[src/rtl/y_stat_collector.sv]
// Occurrence, run-length and change statistics on the sampled 2-bit y code; updates visible right after the sampling edge.
// No backpressure: en qualifies each sample, cnt is a zero-latency mux of the counters selected by sel.
module y_stat_collector #(
   parameter int CNT_W = 8,
   parameter int RUN_W = 4
) (
   input  logic             clk,
   input  logic             rst,
   input  logic [1:0]       y,
   input  logic             en,
   input  logic             clr,
   input  logic [1:0]       sel,
   output logic [CNT_W-1:0] cnt,
   output logic [1:0]       last_y,
   output logic [RUN_W-1:0] run_len,
   output logic [RUN_W-1:0] max_run,
   output logic [1:0]       max_code,
   output logic             change,
   output logic             sat
);

   typedef enum logic {S_EMPTY, S_TRACK} state_t;

   localparam logic [CNT_W-1:0] CNT_MAX = '1;
   localparam logic [RUN_W-1:0] RUN_MAX = '1;

   state_t           state_q,    state_d;
   logic [CNT_W-1:0] cnt_q [4];
   logic [CNT_W-1:0] cnt_d [4];
   logic [1:0]       last_y_q,   last_y_d;
   logic [RUN_W-1:0] run_len_q,  run_len_d;
   logic [RUN_W-1:0] max_run_q,  max_run_d;
   logic [1:0]       max_code_q, max_code_d;
   logic             change_q,   change_d;
   logic             sat_q,      sat_d;
   logic [RUN_W-1:0] run_new;

   always_comb begin
      state_d    = state_q;
      cnt_d      = cnt_q;
      last_y_d   = last_y_q;
      run_len_d  = run_len_q;
      max_run_d  = max_run_q;
      max_code_d = max_code_q;
      change_d   = 1'b0;
      sat_d      = sat_q;
      run_new    = RUN_W'(1);

      if (clr) begin
         state_d = S_EMPTY;
         for (int i = 0; i < 4; i++) cnt_d[i] = '0;
         last_y_d   = '0;
         run_len_d  = '0;
         max_run_d  = '0;
         max_code_d = '0;
         sat_d      = 1'b0;
      end else if (en) begin
         if (cnt_q[y] != CNT_MAX) cnt_d[y] = cnt_q[y] + CNT_W'(1);
         if (cnt_d[y] == CNT_MAX) sat_d = 1'b1;

         // A matching code only extends the run once a valid previous sample exists
         if (state_q == S_TRACK && y == last_y_q) begin
            run_new = (run_len_q == RUN_MAX) ? run_len_q : run_len_q + RUN_W'(1);
         end else begin
            run_new  = RUN_W'(1);
            change_d = (state_q == S_TRACK);
         end

         state_d   = S_TRACK;
         last_y_d  = y;
         run_len_d = run_new;
         if (run_new > max_run_q) begin
            max_run_d  = run_new;
            max_code_d = y;
         end
      end
   end

   always_ff @(posedge clk) begin
      if (rst) begin
         state_q <= S_EMPTY;
         for (int i = 0; i < 4; i++) cnt_q[i] <= '0;
         last_y_q   <= '0;
         run_len_q  <= '0;
         max_run_q  <= '0;
         max_code_q <= '0;
         change_q   <= 1'b0;
         sat_q      <= 1'b0;
      end else begin
         state_q    <= state_d;
         cnt_q      <= cnt_d;
         last_y_q   <= last_y_d;
         run_len_q  <= run_len_d;
         max_run_q  <= max_run_d;
         max_code_q <= max_code_d;
         change_q   <= change_d;
         sat_q      <= sat_d;
      end
   end

   assign cnt      = cnt_q[sel];
   assign last_y   = last_y_q;
   assign run_len  = run_len_q;
   assign max_run  = max_run_q;
   assign max_code = max_code_q;
   assign change   = change_q;
   assign sat      = sat_q;

endmodule
[config.mk]
export PLATFORM = sky130hd
export DESIGN_NAME = y_stat_collector
export DESIGN_NICKNAME = d
export VERILOG_FILES = /design/src/rtl/y_stat_collector.sv
export SDC_FILE = /design/constraint.sdc
export NUM_CORES = 1
export LEC_CHECK = 0
export ABC_AREA = 1
export ABC_CLOCK_PERIOD_IN_PS = 3500
export CELL_PAD_IN_SITES_DETAIL_PLACEMENT = 1
export CELL_PAD_IN_SITES_GLOBAL_PLACEMENT = 2
export CORE_MARGIN = 1
export CORE_UTILIZATION = 34
export CTS_BUF_LIST = sky130_fd_sc_hd__clkbuf_8 sky130_fd_sc_hd__clkbuf_16
export DETAILED_ROUTE_END_ITERATION = 10
export DONT_BUFFER_PORTS = 1
export PLACE_DENSITY = 0.87
export REMOVE_ABC_BUFFERS = 1
export SYNTH_ARGS = -nofsm -noshare
export SYNTH_HDL_FRONTEND = slang
export SYNTH_SLANG_ARGS = --single-unit
export TNS_END_PERCENT = 100
[constraint.sdc]
create_clock -name clk -period 3.5 [get_ports clk]
set_input_delay 0.525 -clock clk [delete_from_list [all_inputs] [get_ports clk]]
set_output_delay 0.525 -clock clk [all_outputs]
set_load 0.02 [all_outputs]
# Word level (Yosys, flattened, before mapping)
# Index checks and enable logic that the tools add are counted.
dict set report totals {
  output_inout_bits 22
  ff_bits 47
  elab_cells 49
}
dict set report op_classes {
  n_addsub 2
  eq_ne 4
  muxes 19
  reduce_logical 6
  magnitude_cmp 4
  bitwise_logic 3
}
# operator count
set op_table {}
lappend op_table {{$mux W32} 3}
lappend op_table {{$mux W8} 7}
lappend op_table {{$bmux W8 S2} 3}
lappend op_table {{$bwmux W32} 1}
lappend op_table {{$demux W8 S2} 1}
lappend op_table {{$mux W4} 4}
lappend op_table {{$add A8 B1 Y8 const B} 1}
lappend op_table {{$eq A8 B8 Y1 const B} 1}
lappend op_table {{$ne A8 B8 Y1 const B} 1}
lappend op_table {{$ge A3 B3 Y1 const B} 2}
lappend op_table {{$not A2 Y3} 2}
lappend op_table {{$add A4 B1 Y4 const B} 1}
lappend op_table {{$eq A4 B4 Y1 const B} 1}
lappend op_table {{$gt A4 B4 Y1} 1}
lappend op_table {{$reduce_and A2 Y1} 2}
lappend op_table {{$reduce_or A4 Y1} 1}
lappend op_table {{$lt A3 B1 Y1 const B} 1}
lappend op_table {{$eq A2 B2 Y1} 1}
lappend op_table {{$logic_and A1 B1 Y1} 2}
lappend op_table {{$reduce_or A2 Y1} 1}
lappend op_table {{$not A1 Y1} 1}

# Logic depth before layout (Yosys ltp)
dict set report depth {
  word_depth 14
  depth_mapped 20
  depth_no_buf 19
}

# Worst setup path before layout
# Ideal clock, no wire load.
dict set report synth_timing {
  path_kind {input -> register}
  startpoint {input port y[0]}
  endpoint {register max_run_q[3], in the netlist max_run[3]}
  arrival_time_ns 2.527
  setup_time_ns 0.119
  slack_ns 0.854
  cell_stages 14
  cell_sequence {buf_6 -> buf_6 -> xor2_1 -> nor3_1 -> inv_1 -> a31oi_1 -> ha_1 -> nand2_1 -> o21ai_0 -> nand2_1 -> nor2_1 -> inv_1 -> o21ai_0 -> a21oi_1}
}
dict set report synth_via {
  elab_chain_len 7
}
# element line_no
set synth_rtl {}
lappend synth_rtl {{start, declared} 9} ;# input logic [1:0] y,
lappend synth_rtl {{$eq A2 B2 Y1 *} 62} ;# if (state_q == S_TRACK && y == last_y_q) begin
lappend synth_rtl {{$logic_and A1 B1 Y1 *} 62}
lappend synth_rtl {{$mux W4 *} 62}
lappend synth_rtl {{$mux W4 *} 57} ;# end else if (en) begin
lappend synth_rtl {{$mux W4 *} 49} ;# if (clr) begin
lappend synth_rtl {{$gt A4 B4 Y1} 72} ;# if (run_new > max_run_q) begin
lappend synth_rtl {{$reduce_and A2 Y1 (no line)} --}
lappend synth_rtl {{end signal, assigned} 94} ;# max_run_q <= max_run_d;
lappend synth_rtl {{end, declared} 32} ;# logic [RUN_W-1:0] max_run_q, max_run_d;
# Mark *: on every way between the ends. The rest lies on a longest branch, timed or not. The select of a mux whose other input is x is not followed.
# A chain may end at the register's enable or synchronous reset.

# Final worst setup path
dict set report layout_timing {
  startpoint {register run_len_q[0], in the netlist run_len[0]}
  endpoint {register max_run_q[3], in the netlist max_run[3]}
}
dict set report layout_via {
  elab_chain_len 7
}
# element line_no
set layout_rtl {}
lappend layout_rtl {{start, declared} 31} ;# logic [RUN_W-1:0] run_len_q, run_len_d;
lappend layout_rtl {{start signal, assigned} 93} ;# run_len_q <= run_len_d;
lappend layout_rtl {{$add A4 B1 Y4 / $eq A4 B4 Y1 (equally long branches)} 63} ;# run_new = (run_len_q == RUN_MAX) ? run_len_q : run_len_q + RUN_W'(1);
lappend layout_rtl {{$mux W4 *} 63}
lappend layout_rtl {{$mux W4 *} 62}
lappend layout_rtl {{$mux W4 *} 57}
lappend layout_rtl {{$mux W4 *} 49}
lappend layout_rtl {{$gt A4 B4 Y1} 72}
lappend layout_rtl {{$reduce_and A2 Y1 (no line)} --}
# Marked as above.

==> impl_metrics.ini <==
[run_status]
status = completed

[setup_path]
start_kind = flop
crit_arrival_ps = 3150
cp_max_fo = 9
crit_end = max_run[3]
criticalPathCategory = flop to flop
r2r-start = run_len[0]
critPathCaptureType = flop
r2r-end = max_run[3]
reg2reg_slack_ps = 550
rr_worst_depth = 13
startpoint = run_len[0]
required_ps = 3710

[synthesis]
syn_area_per_cell_um2 = 6.018
synth_edf_count = 0
synth_xor_area_share_pct = 1.098
syn_area_um2 = 3189
post-synth-top-area-cell = dfxtp_1
synth-simple-area-share_pct = 32.33
ys_top_cells_by_count = nand2_1, o21ai_0, inv_1
synth_compound_area_share_pct = 23.70
synth_cell_type_count = 32
yosys_register_bits = 47
synth_most_common_cell = nand2_1
syn_inst = 530
synthFlopType = dfxtp_1
synthAdderAreaFrac_pct = 2.354
synth_mux_area_share_pct = 0.3531
yosysWarnings = 0
synthTopCellsByArea = dfxtp_1, nand2_1, o21ai_0
synth_seq_area_share_pct = 29.50
ys_async_sr_fraction_pct = 0
yosysTopAreaCellShare_pct = 29.50
synth_top_family_by_area = simple AND/OR/NAND/NOR gates

[pwr]
pwr-share-comb_pct = 17.9
clockPowerShare_pct = 31.2
switchingPower_mw = 0.3872
cellPowerDensity_nw_per_um2 = 343.5
pwr-share-seq_pct = 50.9
swShare_pct = 33.67
intPower_mw = 0.7627
p_total_mw = 1.150
peakVddDrop_uv = 163.3
leakagePower_nw = 1.591

[place]
post_dp_cell_area_um2 = 3253
dpl.hpwl_um = 7659
gp_congestion = 0.8408
numPortBuffers = 0

[clock_network]
clk_pin_slew_ps = 100
cts_setup_buffers = 0
cts_max_path_buffers = 2
clock_sinks = 47
cts_buffers = 5
clock-root-buffer = clkbuf_8
cts_tree = done
htree_levels = 2
cts-resized-gates = 0
hold_buffers = 0
clk_latency_ps = 310

[detailed_routing]
wl_um = 10830
dr.first_iter.drc_count = 153
vias_per_cell = 5.433
post-route-drc-count = 0
dr.pass1.iters = 4
drtAntennaViolNets = 0
wl_per_cell_um = 17.20
vias = 3423

[final_layout]
fin_util_pct = 37.64
area.sequential_um2 = 940.9
diodes = 0
nets = 535
multi_input_area_um2 = 1911
n_fill_cell = 1206
fin_area_um2 = 3347
drive_gt1_share_pct = 5.747
syn_to_final_growth_pct = 4.943

[floorplan]
dieHeight_um = 98.85
start_util_pct = 35.87
num_rows = 34
chipWidth_um = 98.85
core_area_um2 = 8891
die_area_um2 = 9771
io-pin-count = 30

[global_routing]
grt_pass1_vias = 3462
grt_max_degree = 66
antenna_found_initial = 0
grt_pass1_wl_um = 18100
track_usage_pct = 23.54
grt-ovfl-total = 0

[timing]
hold_viol_final = 0
hold-worst-slack_ps = 305.8
min_period_ps = 2946
worst_pin_slew_ps = 659.5
fin_skew_ps = 9.096
rsz0062_at_grt = false
finalSetupTns_ps = 0
slew_viol_final = 0
finalSetupViolCount = 0
finalCritPeriodShare_pct = 84.17
fmax_mhz = 339.4
slew_headroom_pct = 55.98

[min_path]
hp-class = input port to flop
min-delay-start = en

[job]
cap_violations = 0
[registers in the layout (all words and copies together), names as in the netlist]
register and flops:
sat 1, last_y 2, cnt_q 32, state_q 1
max_run 4, run_len 4, change 1, max_code 2
[metrics by stage]
stage	worst slack (ps)	std cells
after CTS	549.2	630
final	554.0	630
after global routing	283.9	630
after global placement	612.3	622
after detailed placement	494.5	622
after floorplan	974.8	509
[worst max-delay path: stages (launching register included)]
cell and delay, ps:
dfxtp_1 570, ha_1 260, nand3_1 150, mux2_2 320
nand2_1 150, inv_1 70, ha_1 280, a21oi_1 70
o21ai_0 140, nand2_1 70, nor2_1 380, inv_1 160
o21ai_0 190, a21oi_1 50
[power by group through the flow]
stage / registers (mW) / clock network [mW] / logic, mW
after global routing: 0.589 / 0.388 / 0.236
after detailed placement: 0.598 / 0 / 0.205
after CTS: 0.586 / 0.373 / 0.206
final: 0.585 / 0.359 / 0.205
after floorplan: 0.590 / 0 / 0.151
after global placement: 0.597 / 0 / 0.198
[kinds of logic (layout without fill, tap and decap cells)]
family | Yosys count | after routing
compound gates | 145 | 145
buf+inv | 82 | 74
simple gates | 245 | 245
mux | 1 | 1
fa+ha+maj | 6 | 6
flops | 47 | 47
xor+xnor | 4 | 4
[routing by layer]
layer | track usage, % | wire length (um)
met5 | 0 | 0
met4 | 4.018 | 61
met3 | 3.333 | 488
met2 | 39.11 | 4966
met1 | 32.68 | 5316
[cell usage in the layout (no fill, tap or decap), drive strengths merged, types with 2 or more instances in the layout]
cell and n:
clkinv 2, a21oi 43, nand3 24, xor2 3
o22ai 6, or2 2, dfxtp 47, o21ai 86
a211oi 2, clkbuf 5, nand4 4, buf 5
a31oi 2, ha 6, o211ai 5, inv 61
nand2 164, nor2 47
[how the worst min path moves through the flow]
| stage | slack [ps] | to | cells after the start |
|---|---|---|---|
| floorplan | 450 | change | 2 |
| CTS | 290 | last_y[1] | 1 |
| global placement | 490 | state_q | 2 |
| finish | 310 | cnt_q[19] | 1 |
| detailed placement | 500 | cnt_q[27] | 2 |
| global route | 290 | cnt_q[3] | 1 |
[cell type report]
class                           instances  area share [%]
Timing Repair Buffer                    5           1.121
Tap cell                              108           4.037
Clock buffer                            5           2.056
Sequential cell                        47           28.11
Clock inverter                          3          0.7477
Inverter                               61           6.841
Multi-Input combinational cell        401           57.08
No activity file was read; power rests on OpenSTA's default activity.
